File: src/rtl/seg7_pkg.sv
// seg7_pkg: shared types, constants and leading-zero helper for the 7-segment scan driver
package seg7_pkg;
  localparam int MAX_DIGITS = 8;
  typedef logic [6:0] seg7_t;
  localparam seg7_t SEG_OFF = 7'h7F;
  typedef struct packed {
    logic [4*MAX_DIGITS-1:0] value;
    logic [MAX_DIGITS-1:0]   blank;
    logic [MAX_DIGITS-1:0]   dp;
  } display_frame_t;
  localparam display_frame_t FRAME_RST = '{value: '0, blank: '1, dp: '0};
  // A digit stays lit if it, or any digit above it, holds a non-zero nibble or a lit dp.
  function automatic logic [MAX_DIGITS-1:0] lz_blank(logic [4*MAX_DIGITS-1:0] v, logic [MAX_DIGITS-1:0] dp, int n);
    logic keep;
    logic [MAX_DIGITS-1:0] m;
    keep = 1'b0;
    m = '0;
    for (int i = MAX_DIGITS - 1; i > 0; i--) begin
      keep = keep | ((i < n) && (v[i*4 +: 4] != 4'h0 || dp[i]));
      m[i] = !keep;
    end
    return m;
  endfunction
endpackage

File: src/rtl/seg7_scan_driver_if.sv
// seg7_scan_driver_if: data load bus and display pin group of the 7-segment scan driver
interface seg7_scan_driver_if #(parameter int NUM_DIGITS = 6);
  import seg7_pkg::*;
  logic                    load;
  logic [4*NUM_DIGITS-1:0] value;
  logic [NUM_DIGITS-1:0]   blank;
  logic [NUM_DIGITS-1:0]   dp;
  seg7_t                   seg_n;
  logic                    dp_n;
  logic [NUM_DIGITS-1:0]   an_n;
  logic                    frame_tick;
  modport master (output load, value, blank, dp, input seg_n, dp_n, an_n, frame_tick);
  modport slave (input load, value, blank, dp, output seg_n, dp_n, an_n, frame_tick);
endinterface

File: src/rtl/seg7_scan_driver_hex.sv
// hexto7seg: hex nibble to low-active a..g segment pattern (bit0 = a)
module hexto7seg import seg7_pkg::*; (
  input  logic [3:0] hex,
  output seg7_t      seg
);
  localparam logic [111:0] TAB = {7'h0E, 7'h06, 7'h21, 7'h46, 7'h03, 7'h08, 7'h18, 7'h00,
                                  7'h78, 7'h02, 7'h12, 7'h19, 7'h30, 7'h24, 7'h79, 7'h40};
  assign seg = TAB[{3'b000, hex} * 7'd7 +: 7];
endmodule

File: src/rtl/seg7_scan_driver.sv
// seg7_scan_driver: tear-free multiplexed common-anode 7-segment scanner with guard interval.
// Define SEG7_LZ_BLANK_EN to blank leading zeros when a frame is committed.
module seg7_scan_driver import seg7_pkg::*; #(
  parameter int NUM_DIGITS   = 6,
  parameter int SLOT_CYCLES  = 50000,
  parameter int GUARD_CYCLES = 64
) (
  input logic              clk,
  input logic              reset_n,
  seg7_scan_driver_if.slave bus
);
  localparam int SW = $clog2(SLOT_CYCLES);
  localparam int IW = $clog2(NUM_DIGITS);
  logic [SW-1:0]  slot;
  logic [IW-1:0]  idx;
  logic [2:0]     ix;
  logic [3:0]     nib;
  logic           wrap, frame_end, active, lit;
  seg7_t          dec;
  display_frame_t pending, display, in_frame, commit;
  assign in_frame  = '{value: (4*MAX_DIGITS)'(bus.value), blank: MAX_DIGITS'(bus.blank), dp: MAX_DIGITS'(bus.dp)};
  assign wrap      = slot == SW'(SLOT_CYCLES - 1);
  assign frame_end = wrap && idx == IW'(NUM_DIGITS - 1);
  assign active    = int'(slot) >= GUARD_CYCLES;
  assign ix        = 3'(idx);
  assign nib       = display.value[{ix, 2'b00} +: 4];
  assign lit       = active && !display.blank[ix];
`ifdef SEG7_LZ_BLANK_EN
  always_comb begin
    commit = bus.load ? in_frame : pending;
    commit.blank = commit.blank | lz_blank(commit.value, commit.dp, NUM_DIGITS);
  end
`else
  assign commit = bus.load ? in_frame : pending;
`endif
  hexto7seg u_dec (.hex(nib), .seg(dec));
  // Outputs are registered from the same counter state so anode and segments switch together.
  always_ff @(posedge clk) begin
    if (!reset_n) begin
      slot           <= '0;
      idx            <= '0;
      pending        <= FRAME_RST;
      display        <= FRAME_RST;
      bus.seg_n      <= SEG_OFF;
      bus.dp_n       <= 1'b1;
      bus.an_n       <= '1;
      bus.frame_tick <= 1'b0;
    end else begin
      slot <= wrap ? '0 : slot + 1'b1;
      if (wrap) idx <= frame_end ? '0 : idx + 1'b1;
      if (bus.load) pending <= in_frame;
      if (frame_end) display <= commit;
      bus.frame_tick <= frame_end;
      bus.an_n       <= active ? ~(NUM_DIGITS'(1) << idx) : '1;
      bus.seg_n      <= lit ? dec : SEG_OFF;
      bus.dp_n       <= !(lit && display.dp[ix]);
    end
  end
endmodule

File: src/flat_wrapper.sv
// flat-port wrapper written by rule: the top's interface ports become plain ports
module seg7_scan_driver_flat import seg7_pkg::*;
#(
  parameter int NUM_DIGITS   = 6,
  parameter int SLOT_CYCLES  = 50000,
  parameter int GUARD_CYCLES = 64
)
  (clk, reset_n, bus_load, bus_value, bus_blank, bus_dp, bus_seg_n, bus_dp_n, bus_an_n, bus_frame_tick);
  seg7_scan_driver_if #(.NUM_DIGITS(NUM_DIGITS)) bus_i ();
  input logic clk;
  input logic reset_n;
  input wire logic [$bits(bus_i.load)-1:0] bus_load;
  input wire logic [$bits(bus_i.value)-1:0] bus_value;
  input wire logic [$bits(bus_i.blank)-1:0] bus_blank;
  input wire logic [$bits(bus_i.dp)-1:0] bus_dp;
  output wire logic [$bits(bus_i.seg_n)-1:0] bus_seg_n;
  output wire logic [$bits(bus_i.dp_n)-1:0] bus_dp_n;
  output wire logic [$bits(bus_i.an_n)-1:0] bus_an_n;
  output wire logic [$bits(bus_i.frame_tick)-1:0] bus_frame_tick;
  assign bus_i.load = bus_load;
  assign bus_i.value = bus_value;
  assign bus_i.blank = bus_blank;
  assign bus_i.dp = bus_dp;
  assign bus_seg_n = bus_i.seg_n;
  assign bus_dp_n = bus_i.dp_n;
  assign bus_an_n = bus_i.an_n;
  assign bus_frame_tick = bus_i.frame_tick;
  seg7_scan_driver #(.NUM_DIGITS(NUM_DIGITS), .SLOT_CYCLES(SLOT_CYCLES), .GUARD_CYCLES(GUARD_CYCLES)) u_core (.clk(clk), .reset_n(reset_n), .bus(bus_i));
endmodule
File: config.mk
export PLATFORM = sky130hd
export DESIGN_NAME = seg7_scan_driver_flat
export DESIGN_NICKNAME = d
export VERILOG_FILES = /design/src/rtl/seg7_pkg.sv /design/src/rtl/seg7_scan_driver_if.sv /design/src/rtl/seg7_scan_driver_hex.sv /design/src/rtl/seg7_scan_driver.sv /design/src/flat_wrapper.sv
export SDC_FILE = /design/constraint.sdc
export NUM_CORES = 1
export LEC_CHECK = 0
export CORE_ASPECT_RATIO = 1.75
export CORE_MARGIN = 3
export CORE_UTILIZATION = 57
export CTS_CLUSTER_DIAMETER = 60
export DETAILED_ROUTE_END_ITERATION = 8
export PLACE_DENSITY_LB_ADDON = 0.3
export SYNTH_ARGS = -nofsm -noshare
export SYNTH_HDL_FRONTEND = slang
export SYNTH_SLANG_ARGS = --single-unit
File: constraint.sdc
create_clock -name clk -period 2.9 [get_ports clk]
set_input_delay 0.58 -clock clk [delete_from_list [all_inputs] [get_ports clk]]
set_output_delay 0.58 -clock clk [all_outputs]
set_load 0.02 [all_outputs]
==> flow_metrics.env <==
export IMPL_die_height_um=136
export IMPL_initial_core_util=0.594
export IMPL_cpMaxStageDelayCell="sky130_fd_sc_hd__mux4_1"
export IMPL_category_of_the_most_critical_setup_path="reg -> reg"
export IMPL_numCtsBuffers=17
export IMPL_cts_clk_slew_worst_paths_ps=50
export IMPL_p_leak_nw=2.68
export IMPL_routed_wire_length_um=10500
export IMPL_slew_limit_headroom=0.615
export IMPL_avgRoutedWirePerCell_um=14.7
export IMPL_sequentialPowerShare=0.455
export IMPL_critical_path_startpoint_type="flop"
export IMPL_globalRouteOverflowTotal=0
export IMPL_setup_tns_final_ps=0
export IMPL_drt_drc_violations_left=0
export IMPL_clock_sinks=130
export IMPL_number_of_fill_cells_in_the_layout=684
export IMPL_number_of_design_rule_violations_left_by_the_first_detailed_router_iteration=134
export IMPL_timing_worst_slew_pin_value_ps=577
export IMPL_maximum_number_of_pins_on_one_net_before_global_route_repair=62
export IMPL_tritoncts="built"
export IMPL_core_region_area_um2=9270
export IMPL_slew_viol_final=0
export IMPL_drt_pass1_iter_count=4
export IMPL_worst_min_delay_path_category="reg -> reg"
export IMPL_synth_distinct_cells=50
export IMPL_p_int_mw=3.23
export IMPL_postCtsSetupRepairBufs=0
export IMPL_synth_area_in_simple_gates=0.201
export IMPL_timing_reg2reg_worst_path_depth=7
export IMPL_grt_antenna_before_repair=0
export IMPL_synth_seq_area_share=0.473
export IMPL_area_sequential_um2=2600
export IMPL_cp_num_buf_inv=1
export IMPL_synth_net_count=586
export IMPL_clockPowerShare=0.503
export IMPL_yosys_mux_area_fraction=0.152
export IMPL_antenna_left=0
export IMPL_antenna_diode_count=0
export IMPL_setup_repair_after_global_routing_missed_its_margin="no"
export IMPL_buffers_on_ports=53
export IMPL_p_per_area_nw_per_um2=606
export IMPL_globalRouteTotalUtil=0.214
export IMPL_cts_repair_resize_count=0
export IMPL_htree_num_levels=4
export IMPL_critical_path_cell_chain="mux4_1, o21ai_1, inv_1, ha_1, nor2b_1, a211oi_1, o31ai_1"
export IMPL_p_sw_uw=803
export IMPL_place_hpwl_um=7100
export IMPL_worst_ir_drop_vdd_mv=0.506
export IMPL_setup_violations=0
export IMPL_cap_violations=0
export IMPL_timing_clock_skew_ps=5.88
export IMPL_synth_largest_area_cell="sky130_fd_sc_hd__dfxtp_1"
export IMPL_synth_compound_area_frac=0.0816
export IMPL_die_area_um2=10900
export IMPL_worst_path_max_fanout=9
export IMPL_synth_warnings=0
export IMPL_timing_hold_ws_ps=460
export IMPL_dieWidth_um=80.3
export IMPL_power_switching_fraction=0.199
export IMPL_cts_root_to_sink_buffers=2
export IMPL_area_share_of_fa_ha_maj_cells_after_synthesis=0.0273
export IMPL_cp_depth=7
export IMPL_regToRegEndpoint="u_core.bus.seg_n[3]$_SDFF_PN1_"
export IMPL_required_ps=3190
export IMPL_run_status="finished, final reports clean"
export IMPL_ys_dominant_reg_cell="sky130_fd_sc_hd__dfxtp_1"
export IMPL_global_route_wire_length_before_repair_um=18100
export IMPL_synth_edf_count=0
export IMPL_synth_async_sr_flop_share=0
export IMPL_crit_path_start="u_core.idx[0]$_SDFFE_PN0P_"
export IMPL_vias_per_cell=5.36
export IMPL_critical_path_top_delay_family="compound AO/OA/AOI/OAI gates"
export IMPL_floorplan_io_pins=54
export IMPL_synth_top_area_frac=0.473
export IMPL_worstSetupEndpoint="u_core.bus.seg_n[3]$_SDFF_PN1_"
export IMPL_min_period_ps=2620
export IMPL_synth_area_per_cell_um2=10.3
export IMPL_fmax_ghz=0.381
export IMPL_cts_hold_repair_buffers=0
export IMPL_multi_input_comb_area_um2=2680
export IMPL_timing_final_hold_violations=0
export IMPL_area_delta_synth_final_pct=21.0
export IMPL_design_final_nets=636
export IMPL_setup_reg_to_reg_worst_slack_ps=280
export IMPL_insertion_delay_to_the_later_sink_of_the_worst_skew_pair_ps=420
export IMPL_reg2reg_from="u_core.idx[0]$_SDFFE_PN0P_"
export IMPL_grt_pass1_vias=3896
export IMPL_slowest_delay_ps=610
export IMPL_ys_ff_latch=130
export IMPL_endpoint_kind="flop"
export IMPL_synthesis_area_um2=5510
export IMPL_number_of_vias_in_the_routed_layout=3838
export IMPL_yosys_top_cells_area="sky130_fd_sc_hd__dfxtp_1, sky130_fd_sc_hd__mux2i_1, sky130_fd_sc_hd__mux4_1"
export IMPL_cts_root_buf="sky130_fd_sc_hd__clkbuf_16"
export IMPL_synthCells=535
export IMPL_share_of_final_layout_standard_cells_stronger_than_drive_strength_1=0.102
export IMPL_core_rowCount=46
export IMPL_synth_top_family_by_area="simple AND/OR/NAND/NOR gates"
export IMPL_combinationalPowerShare=0.042
export IMPL_parity_gate_share_of_the_synthesized_area_counting_xor_and_xnor_cells=0.0239
export IMPL_layout_worst_path_cycle_share=0.904
export IMPL_worstPathArrival_ps=2910
export IMPL_globalplace_congestion=0.815
## kinds of logic after synthesis
kind of cell,Yosys count
buffers and inverters,49
adders and majority gates,12
muxes,63
xor gates and xnor gates,15
AOI/OAI and AO/OA,57
DFF,130
and+or+nand+nor,209
## cells in the final DEF (no fill, tap or decap), types with 4 or more instances in the layout
cell type / Yosys / routed
sky130_fd_sc_hd__and2_0: 11 / 11
sky130_fd_sc_hd__o21a_1: 16 / 16
sky130_fd_sc_hd__inv_1: 16 / 16
sky130_fd_sc_hd__o211ai_2: 7 / 7
sky130_fd_sc_hd__clkdlybuf4s50_1: 0 / 51
sky130_fd_sc_hd__clkbuf_16: 0 / 17
sky130_fd_sc_hd__nand3b_1: 8 / 8
sky130_fd_sc_hd__a21boi_0: 15 / 15
sky130_fd_sc_hd__mux4_1: 11 / 11
sky130_fd_sc_hd__clkinv_2: 0 / 4
sky130_fd_sc_hd__nor2_1: 37 / 37
sky130_fd_sc_hd__and3_1: 6 / 6
sky130_fd_sc_hd__nand2_1: 61 / 61
sky130_fd_sc_hd__dfxtp_1: 130 / 130
sky130_fd_sc_hd__nand3_1: 13 / 13
sky130_fd_sc_hd__mux2i_1: 43 / 43
sky130_fd_sc_hd__and2_1: 31 / 31
sky130_fd_sc_hd__mux2_2: 6 / 6
sky130_fd_sc_hd__buf_4: 0 / 9
sky130_fd_sc_hd__clkbuf_1: 20 / 4
sky130_fd_sc_hd__nor2b_1: 26 / 26
sky130_fd_sc_hd__xnor2_1: 6 / 6
sky130_fd_sc_hd__ha_1: 12 / 12
sky130_fd_sc_hd__xor2_1: 9 / 9
## sequential cells by signal, summed over array words and instances, names as in the netlist
name                   cells
u_core.display            48
u_core.pending            48
u_core.slot               16
u_core.bus.seg_n           7
u_core.bus.an_n            6
u_core.idx                 3
u_core.bus.dp_n            1
u_core.bus.frame_tick      1
## Yosys cell counts (5+ instances only)
| master | instances |
|---|---|
| sky130_fd_sc_hd__a21boi_0 | 15 |
| sky130_fd_sc_hd__and2_0 | 11 |
| sky130_fd_sc_hd__and2_1 | 31 |
| sky130_fd_sc_hd__and3_1 | 6 |
| sky130_fd_sc_hd__buf_2 | 6 |
| sky130_fd_sc_hd__buf_6 | 5 |
| sky130_fd_sc_hd__clkbuf_1 | 20 |
| sky130_fd_sc_hd__dfxtp_1 | 130 |
| sky130_fd_sc_hd__ha_1 | 12 |
| sky130_fd_sc_hd__inv_1 | 16 |
| sky130_fd_sc_hd__mux2_2 | 6 |
| sky130_fd_sc_hd__mux2i_1 | 43 |
| sky130_fd_sc_hd__mux4_1 | 11 |
| sky130_fd_sc_hd__nand2_1 | 61 |
| sky130_fd_sc_hd__nand3_1 | 13 |
| sky130_fd_sc_hd__nand3b_1 | 8 |
| sky130_fd_sc_hd__nor2_1 | 37 |
| sky130_fd_sc_hd__nor2b_1 | 26 |
| sky130_fd_sc_hd__o211ai_2 | 7 |
| sky130_fd_sc_hd__o21a_1 | 16 |
| sky130_fd_sc_hd__xnor2_1 | 6 |
| sky130_fd_sc_hd__xor2_1 | 9 |
## power by group through the flow
| stage | Sequential (mW) | Combinational (mW) | Clock (mW) |
|---|---|---|---|
| after floorplan | 1.87 | 0.101 | 0 |
| after global placement | 1.87 | 0.169 | 0 |
| after detailed placement | 1.87 | 0.173 | 0 |
| after CTS | 1.83 | 0.175 | 2.06 |
| after global routing | 1.84 | 0.190 | 2.14 |
| final | 1.84 | 0.171 | 2.03 |
## worst min-delay path, cell delays in order (launching register included)
cell and delay [ps]:
sky130_fd_sc_hd__dfxtp_1 300, sky130_fd_sc_hd__nand2_1 50, sky130_fd_sc_hd__a21boi_0 60
## stage by stage
stage                util  std cells  power (mW)  area, µm²  worst slack (ps)
finish              0.719        716        4.04       6660               278
global route        0.719        716        4.16       6660               109
CTS                 0.719        716        4.07       6660               290
detailed placement  0.658        686        2.05       6100               297
global placement    0.658        686        2.04       6100               444
floorplan               -        535        1.97       5510               422
## layout make-up
| cell class | instances | area share |
|---|---|---|
| clock buffers | 24 | 0.0723 |
| clock inverters | 6 | 0.0120 |
| inverters | 17 | 0.00958 |
| multi-input cells | 356 | 0.402 |
| flip-flops and latches | 130 | 0.391 |
| well taps | 120 | 0.0225 |
| repair buffers | 63 | 0.0913 |
## how the worst min path moves through the flow
stage | from | end | slack [ps] | cells past startpoint
final | u_core.display[5]$_SDFFE_PN0P_ | u_core.display[5]$_SDFFE_PN0P_ | 460 | 2
after CTS | u_core.display[5]$_SDFFE_PN0P_ | u_core.display[5]$_SDFFE_PN0P_ | 460 | 2
after detailed placement | u_core.pending[7]$_SDFF_PN0_ | u_core.pending[7]$_SDFF_PN0_ | 440 | 2
after global placement | u_core.pending[7]$_SDFF_PN0_ | u_core.pending[7]$_SDFF_PN0_ | 420 | 2
after global routing | u_core.pending[7]$_SDFF_PN0_ | u_core.pending[7]$_SDFF_PN0_ | 470 | 2
after floorplan | u_core.pending[7]$_SDFF_PN0_ | u_core.pending[7]$_SDFF_PN0_ | 400 | 2
## per-layer routing
metal	vias to the layer above	track usage	part of all wire
met1	1814	0.240	0.40
met4	0	0.0949	0.037
met5	-	0	0
met3	31	0.0650	0.041
li1	1900	-	-
met2	93	0.368	0.52
No activity file was read; power rests on OpenSTA's default activity.
